==> src/rtl/ifid_pipe_stage_pkg.sv <==
// Shared defaults, empty-stage instruction and skid-buffer state encoding for the IF/ID pipeline stage.
package ifid_pipe_stage_pkg;

    localparam int INSTR_W_DEF = 16;
    localparam int PC_W_DEF    = 16;
    localparam int CTRL_W_DEF  = 2;

    localparam logic [INSTR_W_DEF-1:0] NOP_INSTR_DEF = '0;

    // Encoding doubles as the occupancy count.
    typedef enum logic [1:0] {
        SKID_EMPTY = 2'd0,
        SKID_ONE   = 2'd1,
        SKID_TWO   = 2'd2
    } skid_state_t;

endpackage

==> src/rtl/ifid_beat_reg.sv <==
// One IF/ID beat holding register: loads on i_en, synchronous clear on i_clr (clear wins).
// Output follows the edge after load; no handshake of its own.
module ifid_beat_reg
    import ifid_pipe_stage_pkg::*;
#(
    parameter int W = INSTR_W_DEF + PC_W_DEF + CTRL_W_DEF
) (
    input  logic         clk,
    input  logic         rst_n,
    input  logic         i_en,
    input  logic         i_clr,
    input  logic [W-1:0] i_d,
    output logic [W-1:0] o_q
);

    logic [W-1:0] r_q;

    always_ff @(posedge clk or negedge rst_n) begin
        if (!rst_n) begin
            r_q <= '0;
        end else if (i_clr) begin
            r_q <= '0;
        end else if (i_en) begin
            r_q <= i_d;
        end
    end

    assign o_q = r_q;

endmodule

==> src/rtl/ifid_pipe_stage.sv <==
// IF/ID pipeline register; IFID_SKID_EN selects a 2-entry skid buffer (registered in_ready) over a single register.
// One-edge latency, flush empties the stage and beats the same-cycle accept; in_valid without in_ready is held upstream.
module ifid_pipe_stage
    import ifid_pipe_stage_pkg::*;
#(
    parameter int                 INSTR_W   = INSTR_W_DEF,
    parameter int                 PC_W      = PC_W_DEF,
    parameter int                 CTRL_W    = CTRL_W_DEF,
    parameter logic [INSTR_W-1:0] NOP_INSTR = INSTR_W'(NOP_INSTR_DEF)
) (
    input  logic               clk,
    input  logic               rst,
    input  logic               in_valid,
    output logic               in_ready,
    input  logic [INSTR_W-1:0] in_instr,
    input  logic [PC_W-1:0]    in_pc,
    input  logic [CTRL_W-1:0]  in_ctrl,
    input  logic               flush,
    output logic               out_valid,
    input  logic               out_ready,
    output logic [INSTR_W-1:0] out_instr,
    output logic [PC_W-1:0]    out_pc,
    output logic [CTRL_W-1:0]  out_ctrl,
    output logic [1:0]         occupancy
);

    localparam int BEAT_W = INSTR_W + PC_W + CTRL_W;

    logic [BEAT_W-1:0] w_in_beat;
    logic [BEAT_W-1:0] w_head_d;
    logic [BEAT_W-1:0] w_head_q;
    logic              w_head_en;
    logic              w_acc;
    logic              w_rel;

    assign w_in_beat = {in_instr, in_pc, in_ctrl};
    assign w_acc     = in_valid && in_ready;
    assign w_rel     = out_valid && out_ready;

`ifdef IFID_SKID_EN
    skid_state_t       r_state;
    skid_state_t       w_state_nxt;
    logic              r_in_rdy;
    logic              w_tail_en;
    logic [BEAT_W-1:0] w_tail_q;

    always_ff @(posedge clk or negedge rst) begin
        if (!rst) begin
            r_state  <= SKID_EMPTY;
            r_in_rdy <= 1'b1;
        end else begin
            r_state  <= w_state_nxt;
            r_in_rdy <= (w_state_nxt != SKID_TWO);
        end
    end

    always_comb begin
        w_state_nxt = r_state;
        w_head_en   = 1'b0;
        w_tail_en   = 1'b0;
        if (!flush) begin
            case (r_state)
                SKID_EMPTY: begin
                    if (w_acc) begin
                        w_head_en   = 1'b1;
                        w_state_nxt = SKID_ONE;
                    end
                end
                SKID_ONE: begin
                    if (w_acc && w_rel) begin
                        w_head_en = 1'b1;
                    end else if (w_acc) begin
                        w_tail_en   = 1'b1;
                        w_state_nxt = SKID_TWO;
                    end else if (w_rel) begin
                        w_state_nxt = SKID_EMPTY;
                    end
                end
                SKID_TWO: begin
                    // in_ready is low here, so only the tail can move forward.
                    if (w_rel) begin
                        w_head_en   = 1'b1;
                        w_state_nxt = SKID_ONE;
                    end
                end
                default: w_state_nxt = SKID_EMPTY;
            endcase
        end else begin
            w_state_nxt = SKID_EMPTY;
        end
    end

    ifid_beat_reg #(.W(BEAT_W)) u_tail (
        .clk   (clk),
        .rst_n (rst),
        .i_en  (w_tail_en),
        .i_clr (flush),
        .i_d   (w_in_beat),
        .o_q   (w_tail_q)
    );

    assign w_head_d  = (r_state == SKID_TWO) ? w_tail_q : w_in_beat;
    assign in_ready  = r_in_rdy;
    assign out_valid = (r_state != SKID_EMPTY);
    assign occupancy = 2'(r_state);
`else
    logic r_vld;

    always_ff @(posedge clk or negedge rst) begin
        if (!rst) begin
            r_vld <= 1'b0;
        end else if (flush) begin
            r_vld <= 1'b0;
        end else if (w_acc) begin
            r_vld <= 1'b1;
        end else if (w_rel) begin
            r_vld <= 1'b0;
        end
    end

    assign w_head_en = w_acc && !flush;
    assign w_head_d  = w_in_beat;
    assign in_ready  = !r_vld || out_ready;
    assign out_valid = r_vld;
    assign occupancy = {1'b0, r_vld};
`endif

    ifid_beat_reg #(.W(BEAT_W)) u_head (
        .clk   (clk),
        .rst_n (rst),
        .i_en  (w_head_en),
        .i_clr (flush),
        .i_d   (w_head_d),
        .o_q   (w_head_q)
    );

    assign out_instr = out_valid ? w_head_q[BEAT_W-1 -: INSTR_W] : NOP_INSTR;
    assign out_pc    = out_valid ? w_head_q[CTRL_W +: PC_W]      : '0;
    assign out_ctrl  = out_valid ? w_head_q[CTRL_W-1:0]          : '0;

endmodule

==> config.mk <==
export PLATFORM = sky130hd
export DESIGN_NAME = ifid_pipe_stage
export DESIGN_NICKNAME = d
export VERILOG_FILES = /design/src/rtl/ifid_pipe_stage_pkg.sv /design/src/rtl/ifid_beat_reg.sv /design/src/rtl/ifid_pipe_stage.sv
export SDC_FILE = /design/constraint.sdc
export NUM_CORES = 1
export LEC_CHECK = 0
export ABC_AREA = 1
export CAP_MARGIN = 10
export CORE_MARGIN = 5
export CORE_UTILIZATION = 43
export CTS_BUF_LIST = sky130_fd_sc_hd__clkbuf_4 sky130_fd_sc_hd__clkbuf_8 sky130_fd_sc_hd__clkbuf_16
export DETAILED_ROUTE_END_ITERATION = 8
export GPL_ROUTABILITY_DRIVEN = 0
export GPL_TIMING_DRIVEN = 0
export MAX_ROUTING_LAYER = met4
export PLACE_DENSITY = 0.83
export SYNTH_ARGS = -nofsm -noshare
export SYNTH_HDL_FRONTEND = slang
export SYNTH_SLANG_ARGS = --single-unit
==> constraint.sdc <==
create_clock -name clk -period 1.3 [get_ports clk]
set_input_delay 0.325 -clock clk [delete_from_list [all_inputs] [get_ports clk]]
set_output_delay 0.325 -clock clk [all_outputs]
set_load 0.005 [all_outputs]
==> metrics.md, run 1 <==
| Metric | Value |
|---|---|
| CP Capture Type | primary output |
| Post-synthesis simple-gate area fraction | 36.5% |
| Root buf cell | clkbuf_8 |
| Max Clock Freq | 613 MHz |
| Net count after synthesis | 274 |
| Compound-Gate Fraction of Synth Area | 0.269% |
| Worst Path Arrival | 1310 ps |
| H-tree Lvls | 2 |
| Register bit count reported by yosys | 35 |
| Post-Syn Area | 0.00186 sq mm |
| Core area | 0.00426 sq mm |
| Max Cap Viol | 0 |
| Share of post-route cells with drive strength above 1 | 42.9% |
| Drt pass-1 iters | 4 |
| Status | finished, violations left |
| Violated checks | negative setup slack |
| Post-Synth XOR/XNOR Area | 0% |
| Worst min path class | input port to async pin |
| Die height | 75.7 um |
| Clock Skew | 10.1 ps |
| Largest net degree at the start of global routing | 36 |
| Power consumption | 2.88 mW |
| YS warnings | 0 |
| Tmin final | 1630 ps |
| DR DRC count | 0 |
| Final Slew Violations | 0 |
| Peak VDD IR | 0.000666 V |
| Yosys cell types | 13 |
| Cells after Synth | 235 |
| Rel. slew slack | 47.2% |
| Main combinational cell family by area after synthesis | simple AND/OR/NAND/NOR gates |
| Tcrit/Tclk final | 126% |
| Clk slew on worst S/H paths | 80 ps |
| Clock tree buffer depth | 2 |
| Final WL | 5830 um |
| Hold_buf cts | 0 |
| Vias/cell | 5.16 |
| Starting Density | 43.6% |
| Critical Path RT | 980 ps |
| RSZ-0062 raised after global routing | yes |
| First-pass GRT wire length | 8390 um |
| Die width | 75.7 um |
| Total GRT Usage | 20.4% |
| Worst-margin pin slew | 792 ps |
| Post-DP HPWL | 3520 um |
| Global route total overflow | 0 |
| P_leak | 1.94 nW |
| Vias in the first global route | 1806 |
| Path type of the worst setup path | flop to primary output |
| Endpoints failing setup | 68 |
| I/O pins | 77 |
| Worst-path fanout max | 5 |
| Final WS setup | -332 ps |
| Initial antenna violation count | 0 |
| CTS Buf Count | 5 |
| Setup TNS | -14610 ps |
| Wire length per cell | 15.0 um |
| Fillers | 307 |
| Syn_area_per_cell | 7.91 sq um |
| Vias | 2001 |
| # rows | 24 |
| Pwr dens | 904 mW/mm^2 |
| Register area share after synthesis | 47.1% |
| Adder-cell share of the synthesized area | 0% |
| Mux share of post-synthesis cell area | 0% |
| PortBufs | 74 |
| CTS tree | done |
| Ant diodes | 0 |
| Layout Nets | 374 |
| Clock Latency Late Sink | 290 ps |
| Die area | 0.00574 sq mm |
| DP Worst Slack | -697 ps |
| Sink Count | 35 |
| Area grow syn2layout | 71.8% |
| DRT antenna net count | 0 |
| Starting DRC count in detailed routing | 115 |
| Crit path launch type | flop |
| Final hold violations | 0 |
[power breakdown]
part | total, mW | switching, mW | internal (mW) | leakage [nW]
Combinational | 0.639 | 0.291 | 0.349 | 1.41
Sequential | 1.21 | 0.0604 | 1.15 | 0.467
Clock | 1.03 | 0.410 | 0.621 | 0.0612
Total | 2.88 | 0.762 | 2.12 | 1.94
[worst max-delay path, stage by stage (launching register included)]
cell and delay (ps):
dfrtp_1 410, buf_6 150, buf_12 130, buf_12 140
nand2_4 50, inv_2 40, buf_6 110
[final timing paths]
| path | start | end | depth (start not counted) | slack [ps] |
|---|---|---|---|---|
| worst max-delay path | out_valid$_DFFE_PN0P_ | out_pc[1] | 6 | -330 |
| worst min-delay path | rst | u_head.o_q[5]$_DFFE_PN0P_ | 1 | 110 |
| worst max register to register | out_valid$_DFFE_PN0P_ | u_head.o_q[33]$_DFFE_PN0P_ | 9 | -180 |
| worst min register to register | u_head.o_q[26]$_DFFE_PN0P_ | u_head.o_q[26]$_DFFE_PN0P_ | 2 | 530 |
| max in group asynchronous | rst | u_head.o_q[29]$_DFFE_PN0P_ | 1 | 670 |
| min in group clk | in_valid | out_valid$_DFFE_PN0P_ | 3 | 370 |
[state kept, by name, summed over array words and instances (netlist names)]
name / flops
out_valid: 1
u_head.o_q: 34
[layout make-up]
type	count	area [sq um]	share of cell area, %
plain buffers	22	195	6.12
clock buffers	6	82.6	2.59
clock inverters	2	35.0	1.10
inverters	37	139	4.35
multi-input cells	141	878	27.5
flip-flops and latches	35	876	27.4
well taps	52	65.1	2.04
repair buffers	93	921	28.9
[metal layers]
metal	wire (um)	global-route usage, %	part of all wire, %	vias up
met5	0	-	0	-
met4	107	6.21	1.8	0
met3	369	4.49	6.3	9
met2	3130	34.7	54	74
met1	2220	24.2	38	965
li1	-	-	-	953
[kinds of logic after synthesis]
kind of cell | count (synthesis)
simple gates | 138
buf+inv | 60
flops | 35
compound gates | 1
other cells | 1
[timing repair]
| item | 4_1_cts | 5_1_grt |
|---|---|---|
| gates cloned | 4 | 4 |
| endpoints found under the setup margin | 37 | 71 |
| buffers inserted | 8 | 4 |
| resized for setup | 198 | 64 |
| hold endpoints to repair | 0 | 0 |
| pin swaps | 1 | 3 |
[stage by stage]
step / std cells / hold slack [ps] / area [sq um] / utilization [%]
after floorplan: 235 / 29.4 / 1860 / -
after global placement: 361 / 484 / 2660 / 62.5
after detailed placement: 361 / 446 / 2660 / 62.4
after CTS: 380 / 132 / 2880 / 67.5
after global routing: 388 / 181 / 3190 / 74.9
final: 388 / 113 / 3190 / 74.9
[cells in the mapped netlist]
library cell	count	share of area [%]
buf_6	4	2.4
conb_1	1	0.20
buf_2	8	2.2
buf_4	8	3.2
a21oi_1	1	0.27
nand3_1	34	9.2
inv_2	1	0.20
inv_1	36	7.3
clkbuf_1	3	0.61
nand2_1	68	14
nand4_1	34	11
dfrtp_1	35	47
nand2_8	2	2.2
[cells in the final DEF, fill, tap and decap left out]
cell type        Yosys  routed
a21oi_1              1       1
buf_12               0       4
buf_16               0       1
buf_2                8      25
buf_4                8      12
buf_6                4      22
buf_8                0       7
bufinv_16            0       1
clkbuf_1             3       3
clkbuf_16            0       2
clkbuf_2             0       2
clkbuf_8             0       6
clkdlybuf4s50_1      0      36
clkinv_2             0       1
conb_1               1       1
dfrtp_1             35      35
dlygate4sd2_1        0       1
inv_1               36      15
inv_2                1      22
nand2_1             68      36
nand2_2              0      16
nand2_4              0      17
nand2_8              2       2
nand3_1             34      30
nand3_2              0       4
nand4_1             34      34
Note: power is estimated with default switching activity, not from simulation.
==> run 2, diff against run 1 <==
--- a/config.mk
+++ b/config.mk
@@ -7,12 +7,13 @@
 export LEC_CHECK = 0
 export ABC_AREA = 1
 export CAP_MARGIN = 10
+export CELL_PAD_IN_SITES_DETAIL_PLACEMENT = 0
+export CELL_PAD_IN_SITES_GLOBAL_PLACEMENT = 1
 export CORE_MARGIN = 5
-export CORE_UTILIZATION = 43
+export CORE_UTILIZATION = 30
 export CTS_BUF_LIST = sky130_fd_sc_hd__clkbuf_4 sky130_fd_sc_hd__clkbuf_8 sky130_fd_sc_hd__clkbuf_16
 export DETAILED_ROUTE_END_ITERATION = 8
 export GPL_ROUTABILITY_DRIVEN = 0
-export GPL_TIMING_DRIVEN = 0
 export MAX_ROUTING_LAYER = met4
 export PLACE_DENSITY = 0.83
 export SYNTH_ARGS = -nofsm -noshare
==> run 2 against run 1 <==
Compared with the run above:
- worst hold slack gained 400 ps
- highest routed layer unchanged
- critical path depth is the same
- critical endpoint is now out_instr[8]
- cell area grew 7.1%
- the flow still finishes with violations (negative setup slack)
- die area grew 37%
==> metrics.md, run 2 (synthesis results as in run 1) <==
| Metric | Value |
|---|---|
| Final WS setup | -311 ps |
| CTS Buf Count | 5 |
| Peak VDD IR | 0.000372 V |
| Die height | 88.7 um |
| Worst Path Arrival | 1290 ps |
| Reg-to-reg critical path startpoint | out_valid$_DFFE_PN0P_ |
| FF-to-FF End | u_head.o_q[29]$_DFFE_PN0P_ |
| Max Cap Viol | 0 |
| P_leak | 2.07 nW |
| Wire length per cell | 15.2 um |
| Pwr dens | 817 mW/mm^2 |
| Clk slew on worst S/H paths | 70 ps |
| DP Worst Slack | -512 ps |
| Largest register FFs | 34 |
| Status | finished, violations left |
| Post-DP Area | 0.00269 sq mm |
| CTS tree | done |
| Crit path from | out_valid$_DFFE_PN0P_ |
| Global route total overflow | 0 |
| I/O pins | 77 |
| Psw | 0.745 mW |
| Part of the power in registers | 43.3% |
| R2R cell count | 9 |
| Starting DRC count in detailed routing | 89 |
| Clock Latency Late Sink | 280 ps |
| Storage cell area | 876 sq um |
| Worst min path class | input port to async pin |
| Die area | 0.00787 sq mm |
| Comb pwr share | 25.3% |
| Tcrit/Tclk final | 124% |
| Share of post-route cells with drive strength above 1 | 37.9% |
| Final hold violations | 0 |
| Endpoints failing setup | 72 |
| Sink Count | 35 |
| Multi-input gate area | 941 sq um |
| Final Slew Violations | 0 |
| DRT antenna net count | 0 |
| DR DRC count | 0 |
| CP Capture Point | out_instr[8] |
| Root buf cell | clkbuf_8 |
| Area grow syn2layout | 84.0% |
| Crit path launch type | flop |
| Clock Skew | 3.80 ps |
| Vias | 1934 |
| Tmin final | 1610 ps |
| Core area | 0.00596 sq mm |
| Max Clock Freq | 621 MHz |
| Layout Nets | 373 |
| CP Capture Type | primary output |
| Largest net degree at the start of global routing | 29 |
| R2R setup slack | -210 ps |
| Power consumption | 2.79 mW |
| Setup TNS | -15360 ps |
| Path type of the worst setup path | flop to primary output |
| Clock Power Share | 31.4% |
| Clock tree buffer depth | 2 |
| Switching share of power | 26.6% |
| Critical Path RT | 980 ps |
| # rows | 28 |
| Most frequent cells in the layout | nand2_1 (40), clkdlybuf4s50_1 (37), dfrtp_1 (35) |
| Fin area | 0.00342 sq mm |
| First-pass GRT wire length | 8890 um |
| Internal Power | 2.05 mW |
| Die width | 88.7 um |
| Worst-path fanout max | 6 |
| Vias in the first global route | 1805 |
| RSZ-0062 raised after global routing | yes |
| PortBufs | 75 |
| Violated checks | negative setup slack |
| Vias/cell | 4.72 |
| Initial antenna violation count | 0 |
| Final WL | 6220 um |
| Starting Density | 31.2% |
| Fillers | 546 |
| Post-DP HPWL | 3340 um |
| H-tree Lvls | 2 |
| Most common cell after layout, fill and taps aside | nand2_1 |
| Ant diodes | 0 |
| Total GRT Usage | 15.4% |
| Drt pass-1 iters | 4 |
run 2: changes by cell type in the layout (fill, tap and decap cells not counted), moves of 8 or more:
cell / change
buf_2: -23
clkbuf_2: +19
buf_6: -11
inv_1: +10
inv_2: -10
dlymetal6s2s_1: +8
nand2_4: -8
run 2: stage by stage:
step                      instances  util, %  hold slack (ps)
after global routing            410     57.4              535
after global placement          373     45.1              262
final                           410     57.4              508
after floorplan                 235        -             29.4
after detailed placement        373     45.1              263
after CTS                       399     52.1              506
run 2: area by class of cell:
cell class                 instances  area share [%]
inverter                          37            4.06
tap                               75            2.75
timing repair buffer             110            37.0
sequential                        35            25.6
clock buffer                       8            3.04
multi-input combinational        145            27.5
run 2: worst min path at each step:
stage | start | end | slack (ps)
6_report | rst | u_head.o_q[19]$_DFFE_PN0P_ | 510
5_1_grt | rst | u_head.o_q[18]$_DFFE_PN0P_ | 540
4_1_cts | rst | u_head.o_q[14]$_DFFE_PN0P_ | 510
3_5_place_dp | rst | u_head.o_q[13]$_DFFE_PN0P_ | 260
3_3_place_gp | rst | u_head.o_q[13]$_DFFE_PN0P_ | 260
2_1_floorplan | rst | out_valid$_DFFE_PN0P_ | 30
run 2: repair_timing:
item / CTS / global route
pin swaps: 2 / 9
buffers inserted: 9 / 8
cloned: 8 / 4
endpoints found under the hold margin: 15 / 0
hold buffers: 1 / 0
gates resized for setup: 48 / 139
endpoints found under the setup margin: 71 / 71
run 2: routing by layer:
layer | track usage, % | wire, um
met3 | 4.38 | 389
met1 | 19.3 | 2700
met2 | 24.4 | 3110
met4 | 3.85 | 18
met5 | - | 0
run 2: worst max-delay path: stages, from the launching register on:
cell       delay [ps]
dfrtp_1           400
buf_6             130
buf_12            120
clkbuf_16         160
nand2_2            50
inv_1              40
clkbuf_2          100
run 2: power by group through the flow:
stage,registers (mW),logic (mW),clock network [mW]
2_1_floorplan,1.20,0.221,0
3_3_place_gp,1.21,0.464,0
3_5_place_dp,1.21,0.468,0
4_1_cts,1.19,0.590,0.903
5_1_grt,1.22,0.764,0.945
6_report,1.21,0.707,0.879
==> run 3, diff against run 2 <==
--- a/config.mk
+++ b/config.mk
@@ -9,7 +9,6 @@
 export CAP_MARGIN = 10
 export CELL_PAD_IN_SITES_DETAIL_PLACEMENT = 0
 export CELL_PAD_IN_SITES_GLOBAL_PLACEMENT = 1
-export CORE_MARGIN = 5
 export CORE_UTILIZATION = 30
 export CTS_BUF_LIST = sky130_fd_sc_hd__clkbuf_4 sky130_fd_sc_hd__clkbuf_8 sky130_fd_sc_hd__clkbuf_16
 export DETAILED_ROUTE_END_ITERATION = 8
==> run 3 against run 2 <==
Compared with the run above:
- the run still ends with negative setup slack left
- count of clock-buffer cells in the layout unchanged
- via count up 1.1%
- global-route usage is 2.9 points higher
- combinational power rose by 3.0%
- register-to-register slack improved by 100 ps
- critical path depth did not move
- setup slack worse by 13 ps
- clock power up 2.7%
- fmax fell by 0.80%
- largest cell class unchanged
- largest power group unchanged
==> metrics.md, run 3 (synthesis results as in run 1) <==
| Metric | Value |
|---|---|
| Status | finished, violations left |
| Violated checks | negative setup slack |
| Starting DRC count in detailed routing | 102 |
| Clock tree buffer depth | 2 |
| Wire length per cell | 15.1 um |
| Fillers | 543 |
| Path type of the worst setup path | flop to primary output |
| CP Capture Type | primary output |
| Largest register FFs | 34 |
| Final WS setup | -324 ps |
| Vias | 1956 |
| Final Slew Violations | 0 |
| DR DRC count | 0 |
| Power consumption | 2.85 mW |
| Area grow syn2layout | 90.0% |
| Worst Path Arrival | 1300 ps |
| Clock Latency Late Sink | 280 ps |
| Clk slew on worst S/H paths | 70 ps |
| Most common cell after layout, fill and taps aside | clkdlybuf4s50_1 |
| Root buf cell | clkbuf_8 |
| Most frequent cells in the layout | clkdlybuf4s50_1 (37), nand2_1 (36), nand4_1 (34), dfrtp_1 (34), nand3_2 (31) |
| Drt pass-1 iters | 4 |
| Tmin final | 1620 ps |
| Ant diodes | 0 |
| Initial antenna violation count | 0 |
| Die height | 80.7 um |
| Die area | 0.00651 sq mm |
| Final WL | 6120 um |
| First-pass GRT wire length | 8650 um |
| Sink Count | 35 |
| Critical Path RT | 980 ps |
| Pwr dens | 808 mW/mm^2 |
| Largest net degree at the start of global routing | 36 |
| Clock Skew | 5.04 ps |
| Vias/cell | 4.84 |
| # rows | 28 |
| Total GRT Usage | 18.3% |
| Hold_buf cts | 0 |
| Worst-path fanout max | 5 |
| Starting Density | 31.2% |
| PortBufs | 75 |
| Multi-input gate area | 0.00112 sq mm |
| Vias in the first global route | 1730 |
| Peak VDD IR | 0.000527 V |
| I/O pins | 77 |
| P_leak | 2.02 nW |
| Die width | 80.7 um |
| Post-DP HPWL | 2970 um |
| Storage cell area | 877 sq um |
| Endpoints failing setup | 72 |
| Final hold violations | 0 |
| Final hold slack | 67.7 ps |
| Core area | 0.00596 sq mm |
| CTS Buf Count | 5 |
| Global route total overflow | 0 |
| H-tree Lvls | 2 |
| CTS tree | done |
| Worst min path class | input port to async pin |
| RSZ-0062 raised after global routing | yes |
| Max Cap Viol | 0 |
| Layout Nets | 367 |
| Tcrit/Tclk final | 125% |
| DRT antenna net count | 0 |
| Crit path launch type | flop |
| Max Clock Freq | 616 MHz |
| Share of post-route cells with drive strength above 1 | 51.1% |
run 3: changes by cell type in the layout (fill, tap and decap cells not counted), moves of 3 or more:
cell            change
buf_6              +13
nand3_2            +24
nand3_1            -24
nand2_1             -4
dlymetal6s2s_1      -8
nand2_4            +10
inv_2               +9
buf_2              +17
inv_1               -9
clkbuf_2           -20
nand2_2             -6
buf_4               -3
buf_12              -4
run 3: report_power, final:
part / switching [mW] / leakage (nW) / internal (mW)
logic: 0.339 / 1.50 / 0.388
clock network: 0.398 / 0.0549 / 0.505
registers: 0.0705 / 0.466 / 1.15
total: 0.808 / 2.02 / 2.05
run 3: area by class of cell:
| cell class | count | share of cell area (%) |
|---|---|---|
| inverter | 37 | 3.93 |
| clock buffer | 8 | 2.94 |
| timing repair buffer | 104 | 33.9 |
| sequential | 35 | 24.8 |
| tap | 75 | 2.66 |
| multi-input combinational | 145 | 31.8 |
run 3: final timing paths:
check | from | end | slack [ps] | cells past startpoint
setup / recovery | out_valid$_DFFE_PN0P_ | out_instr[15] | -320 | 6
hold / removal | rst | u_head.o_q[18]$_DFFE_PN0P_ | 70 | 2
setup reg to reg | out_valid$_DFFE_PN0P_ | u_head.o_q[6]$_DFFE_PN0P_ | -110 | 8
hold reg to reg | u_head.o_q[16]$_DFFE_PN0P_ | u_head.o_q[16]$_DFFE_PN0P_ | 530 | 2
max in group asynchronous | rst | out_valid$_DFFE_PN0P_ | 880 | 2
min in group clk | u_head.o_q[16]$_DFFE_PN0P_ | u_head.o_q[16]$_DFFE_PN0P_ | 530 | 2
run 3: critical path, cell delays in order (launching register included):
cell	delay (ps)
dfrtp_2	420
buf_6	140
buf_6	130
buf_8	130
nand2_4	50
inv_2	30
buf_6	100
run 3: what timing repair did:
action / 4_1_cts / 5_1_grt
resized for setup: 202 / 91
pin swaps: 2 / 26
endpoints found under the setup margin: 71 / 71
setup buffers: 8 / 2
cloned: 7 / 7
run 3: through the flow:
step	TNS (ps)	setup WS (ps)	instances	instance area (sq um)	util (%)
global route	-13090	-362	404	3530	59.3
finish	-10230	-324	404	3530	59.3
global placement	-25120	-520	373	2690	45.1
floorplan	0	168	235	1860	-
detailed placement	-26150	-557	373	2690	45.1
CTS	-8190	-325	395	3000	50.4
run 3: per-layer routing:
metal / GRT usage, % / routed length [um] / vias up / part of all wire (%)
met2: 28.2 / 3010 / 65 / 49
li1: - / - / 955 / -
met5: - / 0 / - / 0
met1: 24.2 / 2720 / 930 / 44
met4: 5.00 / 76 / 0 / 1.2
met3: 4.20 / 309 / 6 / 5.1
